## src/rtl/player_pkg.sv

```systemverilog
// Shared constants for the player-motion sequencer: state encoding,
// line and rest heights, and default screen limits.
package player_pkg;

  // Sequencer state encoding.
  localparam logic [1:0] ST_IDLE = 2'd0;
  localparam logic [1:0] ST_RUN  = 2'd1;
  localparam logic [1:0] ST_DEAD = 2'd2;

  // Ground lines and player size, in pixels from the top of the screen.
  localparam int unsigned LINE_Y0  = 120;
  localparam int unsigned LINE_Y1  = 240;
  localparam int unsigned LINE_Y2  = 360;
  localparam int unsigned PLAYER_H = 60;

  // Rest heights of the player's top edge.
  // Under up gravity the player hangs with its top edge on a line.
  // Under down gravity it stands with its bottom edge on a line.
  localparam int unsigned REST_UP_0 = LINE_Y0;
  localparam int unsigned REST_UP_1 = LINE_Y1;
  localparam int unsigned REST_DN_1 = LINE_Y1 - PLAYER_H;
  localparam int unsigned REST_DN_2 = LINE_Y2 - PLAYER_H;

  // Default fatal limits (480 line screen, 60 px player).
  localparam int unsigned Y_MIN_DEF = 0;
  localparam int unsigned Y_MAX_DEF = 420;

  // Truncate a pixel constant to the 9-bit height bus.
  function automatic logic [8:0] to_h9(input int unsigned v);
    return v[8:0];
  endfunction

endpackage

```

## src/rtl/player_ctrl_step_divider.sv

```systemverilog
// Movement-step divider: counts 0..TICK_DIV-1 while enabled and flags the
// terminal count for one cycle as it wraps. Clear forces the count to 0.
module step_divider #(
  parameter int unsigned TICK_DIV = 100000
) (
  input  logic clk,
  input  logic reset,
  input  logic clr,
  input  logic en,
  output logic tc
);

  localparam int unsigned CW = $clog2(TICK_DIV);
  localparam logic [CW-1:0] LAST = CW'(TICK_DIV - 1);

  logic [CW-1:0] count;

  assign tc = en & (count == LAST);

  // Up-counter with wrap at the terminal count.
  always_ff @(posedge clk) begin
    if (!reset || clr) begin
      count <= '0;
    end else if (en) begin
      count <= tc ? '0 : count + CW'(1);
    end
  end

endmodule

```

## src/rtl/player_ctrl.sv

```systemverilog
// Player game sequencer: run/dead FSM, step strobe, gravity flip,
// death at screen limits and distance score.
// Optional: define PLAYER_CTRL_FLIP_BUFFER_EN to remember a flip pressed
// in the air and apply it on the next landing.
//
//  state | meaning
//  IDLE  | waiting for start, datapath frozen
//  RUN   | stepping, flips accepted, limits watched
//  DEAD  | frozen at death, score held until start
module player_ctrl
  import player_pkg::*;
#(
  parameter int unsigned TICK_DIV = 100000,
  parameter int unsigned Y_MIN    = Y_MIN_DEF,
  parameter int unsigned Y_MAX    = Y_MAX_DEF
) (
  input  logic        clk,
  input  logic        reset,
  input  logic        btn_start,
  input  logic        btn_flip,
  input  logic [8:0]  height,
  input  logic [2:0]  lines,
  output logic        grav_dir,
  output logic        is_dead,
  output logic        player_rst_n,
  output logic        move_en,
  output logic [15:0] score,
  output logic [1:0]  state
);

  localparam logic [8:0] H_UP0 = to_h9(REST_UP_0);
  localparam logic [8:0] H_UP1 = to_h9(REST_UP_1);
  localparam logic [8:0] H_DN1 = to_h9(REST_DN_1);
  localparam logic [8:0] H_DN2 = to_h9(REST_DN_2);
  localparam logic [8:0] H_MIN = to_h9(Y_MIN);
  localparam logic [8:0] H_MAX = to_h9(Y_MAX);

  logic        start_q, flip_q;
  logic        start_ev, flip_ev;
  logic        grounded, dying, tc;
  logic        div_en, div_clr;
  logic [1:0]  state_nx;
  logic        grav_nx, prst_nx;
  logic [15:0] score_nx;
  logic        pend, pend_nx;

  // Registered rising-edge pulses of the debounced buttons.
  always_ff @(posedge clk) begin
    if (!reset) begin
      start_q  <= 1'b0;
      flip_q   <= 1'b0;
      start_ev <= 1'b0;
      flip_ev  <= 1'b0;
    end else begin
      start_q  <= btn_start;
      flip_q   <= btn_flip;
      start_ev <= btn_start & ~start_q;
      flip_ev  <= btn_flip & ~flip_q;
    end
  end

  // Player is resting on a line in the current gravity direction.
  always_comb begin
    if (grav_dir)
      grounded = ((height == H_UP0) && lines[0]) || ((height == H_UP1) && lines[1]);
    else
      grounded = ((height == H_DN1) && lines[1]) || ((height == H_DN2) && lines[2]);
  end

  // Falling past the screen edge in the current gravity direction.
  always_comb begin
    dying = 1'b0;
    if (state == ST_RUN)
      dying = grav_dir ? (height <= H_MIN) : (height >= H_MAX);
  end

  // Steps only run while alive; the count restarts from 0 on every entry.
  assign div_en  = (state == ST_RUN) & ~dying;
  assign div_clr = (state != ST_RUN);

  step_divider #(.TICK_DIV(TICK_DIV)) u_div (
    .clk   (clk),
    .reset (reset),
    .clr   (div_clr),
    .en    (div_en),
    .tc    (tc)
  );

  // Next-state, gravity, score and datapath-reset decisions.
  always_comb begin
    state_nx = state;
    grav_nx  = grav_dir;
    score_nx = score;
    prst_nx  = 1'b1;
    pend_nx  = 1'b0;
    case (state)
      ST_IDLE: begin
        grav_nx = 1'b0;
        if (start_ev) begin
          state_nx = ST_RUN;
          score_nx = 16'd0;
          prst_nx  = 1'b0;
        end
      end
      ST_RUN: begin
        if (dying) begin
          // Death outranks a simultaneous flip; gravity holds.
          state_nx = ST_DEAD;
        end else begin
          if (tc && (score != 16'hFFFF))
            score_nx = score + 16'd1;
`ifdef PLAYER_CTRL_FLIP_BUFFER_EN
          if (grounded) begin
            if (flip_ev || pend)
              grav_nx = ~grav_dir;
          end else begin
            pend_nx = pend | flip_ev;
          end
`else
          if (flip_ev && grounded)
            grav_nx = ~grav_dir;
`endif
        end
      end
      ST_DEAD: begin
        if (start_ev) begin
          state_nx = ST_IDLE;
          grav_nx  = 1'b0;
        end
      end
      default: begin
        state_nx = ST_IDLE;
        grav_nx  = 1'b0;
      end
    endcase
  end

`ifdef PLAYER_CTRL_FLIP_BUFFER_EN
  // Airborne flip memory; dropped whenever RUN is left.
  always_ff @(posedge clk) begin
    if (!reset) pend <= 1'b0;
    else        pend <= pend_nx;
  end
`else
  assign pend = 1'b0;
`endif

  // Output and state registers.
  always_ff @(posedge clk) begin
    if (!reset) begin
      state        <= ST_IDLE;
      grav_dir     <= 1'b0;
      is_dead      <= 1'b1;
      player_rst_n <= 1'b0;
      move_en      <= 1'b0;
      score        <= 16'd0;
    end else begin
      state        <= state_nx;
      grav_dir     <= grav_nx;
      is_dead      <= (state_nx != ST_RUN);
      player_rst_n <= prst_nx;
      move_en      <= tc;
      score        <= score_nx;
    end
  end

endmodule
```

## config.mk

```make
export PLATFORM = sky130hd
export DESIGN_NAME = player_ctrl
export DESIGN_NICKNAME = d
export VERILOG_FILES = /design/src/rtl/player_pkg.sv /design/src/rtl/player_ctrl_step_divider.sv /design/src/rtl/player_ctrl.sv
export SDC_FILE = /design/constraint.sdc
export NUM_CORES = 1
export LEC_CHECK = 0
export BUFFER_PORTS_ARGS = -buffer_cell sky130_fd_sc_hd__buf_2
export CORE_MARGIN = 5
export CORE_UTILIZATION = 40
export DETAILED_ROUTE_END_ITERATION = 8
export PLACE_DENSITY = 0.72
export SLEW_MARGIN = 10
export SYNTH_ARGS = -nofsm -noshare
export SYNTH_HDL_FRONTEND = slang
export SYNTH_SLANG_ARGS = --single-unit
```

## constraint.sdc

```tcl
create_clock -name clk -period 2.2 [get_ports clk]
set_input_delay 0 -clock clk [delete_from_list [all_inputs] [get_ports clk]]
set_output_delay 0 -clock clk [all_outputs]
set_load 0.1 [all_outputs]
```

==> results of run 1 <==
-- area by class of cell --
| type | count | area, sq um | share of cell area (%) |
|---|---|---|---|
| sequential | 43 | 897.1 | 33.10 |
| inverter | 5 | 18.77 | 0.6925 |
| timing repair buffer | 53 | 310.3 | 11.45 |
| clock buffer | 6 | 72.57 | 2.678 |
| clock inverter | 2 | 7.507 | 0.2770 |
| multi-input combinational | 210 | 1314 | 48.48 |
| tap | 72 | 90.09 | 3.324 |
-- sequential cells by signal, summed over array words and instances (netlist names) --
name and count:
player_rst_n 1, start_ev 1, move_en 1, is_dead 1, flip_ev 1, grav_dir 1
start_q 1, flip_q 1, score 16, u_div.count 17, state 2
-- timing repair --
action                                  in CTS  in global routing
hold buffers                                 2                  0
gates resized for setup                      0                  7
endpoints found under the setup margin       0                 12
endpoints found under the hold margin        2                  0
-- power groups by stage --
stage	sequential, mW	clock, mW	combinational [mW]
after detailed placement	0.801	0	0.135
final	0.783	0.476	0.140
after global placement	0.801	0	0.133
after CTS	0.783	0.494	0.138
after floorplan	0.833	0	0.0556
after global routing	0.784	0.524	0.150
-- worst min-delay path: cells and delay by family --
| kind | cells | cell delay [ns] |
|---|---|---|
| compound gates | 2 | 0.17 |
| buf+inv | 1 | 0.17 |
-- worst min path at each step --
stage                         from               endpoint  slack, ns  cells after the start
final                        reset  score[8]$_SDFFE_PN0P_       0.08                      3
after global routing         reset  score[8]$_SDFFE_PN0P_       0.08                      3
after CTS                    reset  score[2]$_SDFFE_PN0P_       0.09                      3
after detailed placement  btn_flip      flip_q$_SDFF_PN0_       0.23                      2
after global placement    btn_flip      flip_q$_SDFF_PN0_       0.22                      2
after floorplan           btn_flip      flip_q$_SDFF_PN0_       0.14                      1
-- per-stage QoR --
step	instance area [sq um]	setup slack (ns)	utilization [%]
final	2710	0.1517	49.83
after global routing	2710	0.004259	49.83
after CTS	2693	0.07038	49.51
after detailed placement	2592	0.08695	47.67
after global placement	2592	0.1425	47.67
after floorplan	2255	0.003234	-
-- cells by family after synthesis --
family,Yosys count
fa+ha+maj,2
simple gates,136
buf+inv,16
compound gates,58
xor+xnor,14
flops,43
-- layout by cell type (no fill, tap or decap), types with 2 or more instances in the layout --
cell type      Yosys  final
nand2_1           26     26
nor2b_1            4      4
xor2_1             8      8
and4_1             4      3
nor4_1             3      3
a41oi_1            5      5
nand3b_1           2      2
o21ai_0            8      8
buf_2              1     37
and3_1             3      3
nand3_1           10      9
nand4_1           17     17
o41ai_1            2      2
nor4b_1            2      2
nor3_1             9      8
inv_1              4      4
nor4bb_1           2      2
nand2b_1           3      3
buf_4              0     14
a31oi_1            8      8
or4_1              4      3
dlygate4sd3_1      0      2
o211ai_1           3      3
a21oi_1           11     11
clkbuf_8           0      5
clkinv_1           1      3
or3_1              5      5
dfxtp_2            0     14
or4_4              1      2
xnor2_1            6      6
and2_1             2      3
nor2_1            31     31
o31ai_1           11     11
dfxtp_4            0      5
dfxtp_1           43     24
o311ai_0           8      7
-- routing by layer --
| metal | global-route usage, % | vias up |
|---|---|---|
| met3 | 4.024 | 12 |
| met1 | 20.43 | 1051 |
| met4 | 5.755 | 0 |
| met5 | 0 | - |
| li1 | - | 1119 |
| met2 | 25.18 | 79 |
==> flow_metrics.tcl, run 1 <==
set metrics [dict create \
    drtAntennaViolNets 0 \
    grt_use_total_pct 15.72 \
    area_growth_pct 22.17 \
    synth-simple-area-share_pct 33.56 \
    tns_ns 0 \
    ios 38 \
    slew_headroom_pct 65.88 \
    fin_crit_sh_pct 93.10 \
    synthesis.nets 287 \
    place_inst 381 \
    vias_per_cell 5.783 \
    cts_inserted_buffers 5 \
    rsz0062_at_grt "false" \
    start_util_pct 40.79 \
    max_freq_ghz 0.4882 \
    wl_per_cell_um 14.31 \
    cp.arrival_ns 2.22 \
    synth_compound_area_share_pct 18.22 \
    die_w_um 84.47 \
    port_buffers 37 \
    synth-seq-cells 43 \
    dr_wl_met3_um 359 \
    ys_warn_count 0 \
    grt_overflow 0 \
    hold_viol 0 \
    setup-violations-final 0 \
    drv_slew 0 \
    syn-instance-count 269 \
    yosysMostFrequentCell "dfxtp_1" \
    cp-endpoint "score[10]$_SDFFE_PN0P_" \
    clkPwrFrac_pct 34.0 \
    powerDensity_mw_per_mm2 516.0 \
    power_mw 1.398 \
    irDropWorstVdd_mv 0.3447 \
    grt_max_degree 22 \
    crit_family "simple AND/OR/NAND/NOR gates" \
    seq_area_frac_synth_pct 38.80 \
    synthXorXnorAreaFrac_pct 5.527 \
    p_leak_nw 0.9111 \
    cp_max_fo 6 \
    rr_startpoint "u_div.count[5]$_SDFFE_PP0P_" \
    crit_cells 6 \
    swShare_pct 25.73 \
    fp.dieArea_sq_mm 0.007135 \
    cts_tree "built" \
    crit_slowest_cell "nor4b_1" \
    grt_pass1_vias 2040 \
    layout.nets 336 \
    antenna_found_initial 0 \
    drt_iter0_markers 170 \
    yosys-top-cells-area "dfxtp_1, nor2_1, nand4_1" \
    rrSetupSlack_ns 0.15 \
    rows 27 \
    insertion_delay_ns 0.29 \
    ys_types 43 \
    status "finished clean" \
    r2r-end "score[10]$_SDFFE_PN0P_" \
    vias 2261 \
    min_path_type "in2reg" \
    drive_gt1_share_pct 26.96 \
    synth_common_cells "dfxtp_1, nor2_1, nand2_1" \
    critical_path_class "reg2reg" \
    async_flop_share_pct 0 \
    clk_path_buf_depth 2 \
    ys_dominant_reg_cell "dfxtp_1" \
    route.met2.wl_um 2543 \
    instances_no_fill 391 \
    r2r_cells 6 \
    synth_top_family_by_area "simple AND/OR/NAND/NOR gates" \
    synth_area_sq_mm 0.002218 \
    p_seq_share_pct 56.0 \
    p_int_mw 1.039 \
    route.detailed.drc 0 \
    syn_avg_cell_area_sq_um 8.247 \
    dp_hpwl_um 4086 \
    cts_root_buf "clkbuf_8" \
    die_h_um 84.47 \
    n_antenna_cell 0 \
    cts.clk_slew.worst_paths_ns 0.08 \
    fillCellCount 524 \
    drv_cap 0 \
    top_layer "met4" \
    wirelength_um 5596 \
    period_needed_ns 2.048 \
    p_sw_uw 359.7 \
    combPwrFrac_pct 10.0 \
    crit_buf_inv 0 \
    synth-edff-count 0 \
    yosysTopAreaCellShare_pct 38.80 \
    cts_max_level 2 \
    critical_path.max_stage_delay_ns 0.46 \
    hold-worst-slack_ns 0.07697 \
    worstMarginPinSlew_ns 0.5080 \
    startpoint "u_div.count[5]$_SDFFE_PP0P_" \
    wl_met1_um 2585 \
    clock_sinks 43 \
    coreArea_sq_mm 0.005439 \
    cts_setup_buffers 0 \
    skew_ns 0.007956 \
    place_congestion 0.8538 \
    synth_area_leader_cell "dfxtp_1" \
    dr.pass1.iters 4 \
    critPathCaptureType "flip-flop" \
    synthAdderAreaFrac_pct 1.128 \
    cp.required_ns 2.37 \
    path_cells "nor4b_1, and4_1, nand4_1, and2_1, o311ai_0, o31ai_1" \
    synthMuxAreaShare_pct 0 \
    critPathLaunchType "flip-flop" \
    grt_pass1_wl_um 9397 \
]
Power figures use the tool's default switching activity.
==> inputs of run 2 (changes only) <==
--- a/config.mk
+++ b/config.mk
@@ -9,7 +9,6 @@
 export CORE_MARGIN = 5
 export CORE_UTILIZATION = 40
 export DETAILED_ROUTE_END_ITERATION = 8
-export PLACE_DENSITY = 0.72
 export SLEW_MARGIN = 10
 export SYNTH_ARGS = -nofsm -noshare
 export SYNTH_HDL_FRONTEND = slang
==> constraint.sdc (replaced) <==
create_clock -name clk -period 2.6 [get_ports clk]
set_input_delay 0 -clock clk [delete_from_list [all_inputs] [get_ports clk]]
set_output_delay 0 -clock clk [all_outputs]
set_load 0.1 [all_outputs]
==> run 2 against run 1 <==
Combinational power decreased by 18%. Clock power increased by 10%. Design area is 1.9% lower. Final cell count down 1.3%. Die area did not move. Largest cell class unchanged. Hold slack worse by 0.026 ns. Via count shrank 4.5%. Power down 6.5%. Utilization down 0.97 points. Setup slack improved by 0.18 ns. Clock skew shrank 0.0028 ns.
==> flow_metrics.tcl, run 2 (synthesis results as in run 1) <==
set metrics [dict create \
    wirelength_um 5635 \
    place_congestion 0.8475 \
    drt_iter0_markers 102 \
    ios 38 \
    fillCellCount 536 \
    die_h_um 84.47 \
    critical_path.max_stage_delay_ns 0.57 \
    worstMarginPinSlew_ns 0.7797 \
    grt_overflow 0 \
    crit_buf_inv 0 \
    p_leak_nw 0.8909 \
    start_util_pct 40.79 \
    crit_slowest_cell "or4_1" \
    grt_pass1_vias 2105 \
    r2r_cells 7 \
    top_register "u_div.count" \
    drive_gt1_share_pct 20.70 \
    drv_slew 0 \
    cp.required_ns 2.81 \
    grt_pass1_wl_um 9873 \
    hold_viol 0 \
    critPathCaptureType "flip-flop" \
    vias 2159 \
    fp.dieArea_sq_mm 0.007135 \
    cp_max_fo 8 \
    hold-worst-slack_ns 0.05077 \
    rrSetupSlack_ns 0.34 \
    crit_cells 7 \
    final_cell_mix "dfxtp_1, buf_2, nor2_1" \
    multiInputGateArea_sq_mm 0.001296 \
    path_cells "ha_1, nand3_1, or4_1, nand4_1, and2_0, o311ai_0, o31ai_1" \
    dp_hpwl_um 4107 \
    insertion_delay_ns 0.29 \
    cts_resized 0 \
    route.detailed.drc 0 \
    critical_path_class "reg2reg" \
    hold_end "move_en$_SDFF_PN0_" \
    r2r-end "score[10]$_SDFFE_PN0P_" \
    n_antenna_cell 0 \
    cts_max_level 2 \
    reg_top3 "u_div.count x17, score x16, state x2" \
    regArea_sq_um 867.1 \
    irDropWorstVdd_mv 0.2223 \
    wl_per_cell_um 14.60 \
    fin_crit_sh_pct 87.11 \
    clk_path_buf_depth 2 \
    rsz0062_at_grt "false" \
    layout.nets 331 \
    max_freq_ghz 0.4415 \
    slew_headroom_pct 47.62 \
    drtAntennaViolNets 0 \
    critPathLaunchType "flip-flop" \
    antenna_found_initial 0 \
    rr_startpoint "score[1]$_SDFFE_PN0P_" \
    cp.arrival_ns 2.47 \
    skew_ns 0.005125 \
    drv_cap 0 \
    crit_family "simple AND/OR/NAND/NOR gates" \
    dr.pass1.iters 4 \
    cts_inserted_buffers 5 \
    holdCritStartpoint "reset" \
    largest_reg_flops 17 \
    min_path_type "in2reg" \
    tns_ns 0 \
    rows 27 \
    coreArea_sq_mm 0.005439 \
    cts_root_buf "clkbuf_8" \
    die_w_um 84.47 \
    cts_setup_buffers 0 \
    setup-violations-final 0 \
    grt_max_degree 22 \
    period_needed_ns 2.265 \
    cts.clk_slew.worst_paths_ns 0.09 \
    port_buffers 37 \
    status "finished clean" \
    mostFrequentLayoutCell "dfxtp_1" \
    grt_use_total_pct 16.51 \
    whs_path_depth 3 \
    area_growth_pct 19.80 \
    hold_buffers 2 \
    powerDensity_mw_per_mm2 492.0 \
    clock_sinks 43 \
    cts_tree "built" \
    startpoint "score[1]$_SDFFE_PN0P_" \
    vias_per_cell 5.593 \
]
run 2: cell count changes in the layout (fill, tap and decap cells not counted), sizes merged:
cell | previous run | this run
buf | 51 | 46
bufinv | 0 | 1
clkbuf | 6 | 5
run 2: final cells by class:
class	count	area share (%)
inverter	5	0.7062
tap	72	3.390
timing repair buffer	48	10.26
clock inverter	3	1.648
sequential	43	32.63
clock buffer	5	2.589
multi-input combinational	210	48.78
run 2: how the worst max path moves through the flow:
stage	to
final	score[10]$_SDFFE_PN0P_
after global routing	score[9]$_SDFFE_PN0P_
after CTS	score[2]$_SDFFE_PN0P_
after detailed placement	score[10]$_SDFFE_PN0P_
after global placement	score[10]$_SDFFE_PN0P_
after floorplan	score[8]$_SDFFE_PN0P_
run 2: metrics by stage:
stage	area [sq um]	cells	power, mW	utilization [%]	setup WS (ns)
floorplan	2225	269	0.7563	-	0.006126
global placement	2525	376	0.7958	46.42	0.3848
detailed placement	2525	376	0.7959	46.42	0.3895
CTS	2658	386	1.318	48.86	0.3685
global route	2658	386	1.364	48.86	0.1178
finish	2658	386	1.307	48.86	0.3352
run 2: worst register-to-register path: cells and delay by family, from the launching register on:
family          cells  cell delay, ns
compound gates      2            0.29
fa+ha+maj           1            0.26
flops               1            0.40
simple gates        4            1.24
run 2: layer usage:
layer / GRT usage (%) / routed length (um)
met5: 0 / 0
met4: 3.453 / 29
met3: 3.042 / 247
met2: 27.98 / 2660
met1: 21.99 / 2697
run 2: power breakdown:
| part | leakage (nW) | switching [mW] | internal [mW] | total, mW |
|---|---|---|---|---|
| sequential | 0.350 | 0.00231 | 0.665 | 0.667 |
| clock | 0.0581 | 0.239 | 0.286 | 0.525 |
| combinational | 0.482 | 0.0811 | 0.0340 | 0.115 |
| total | 0.891 | 0.322 | 0.985 | 1.31 |
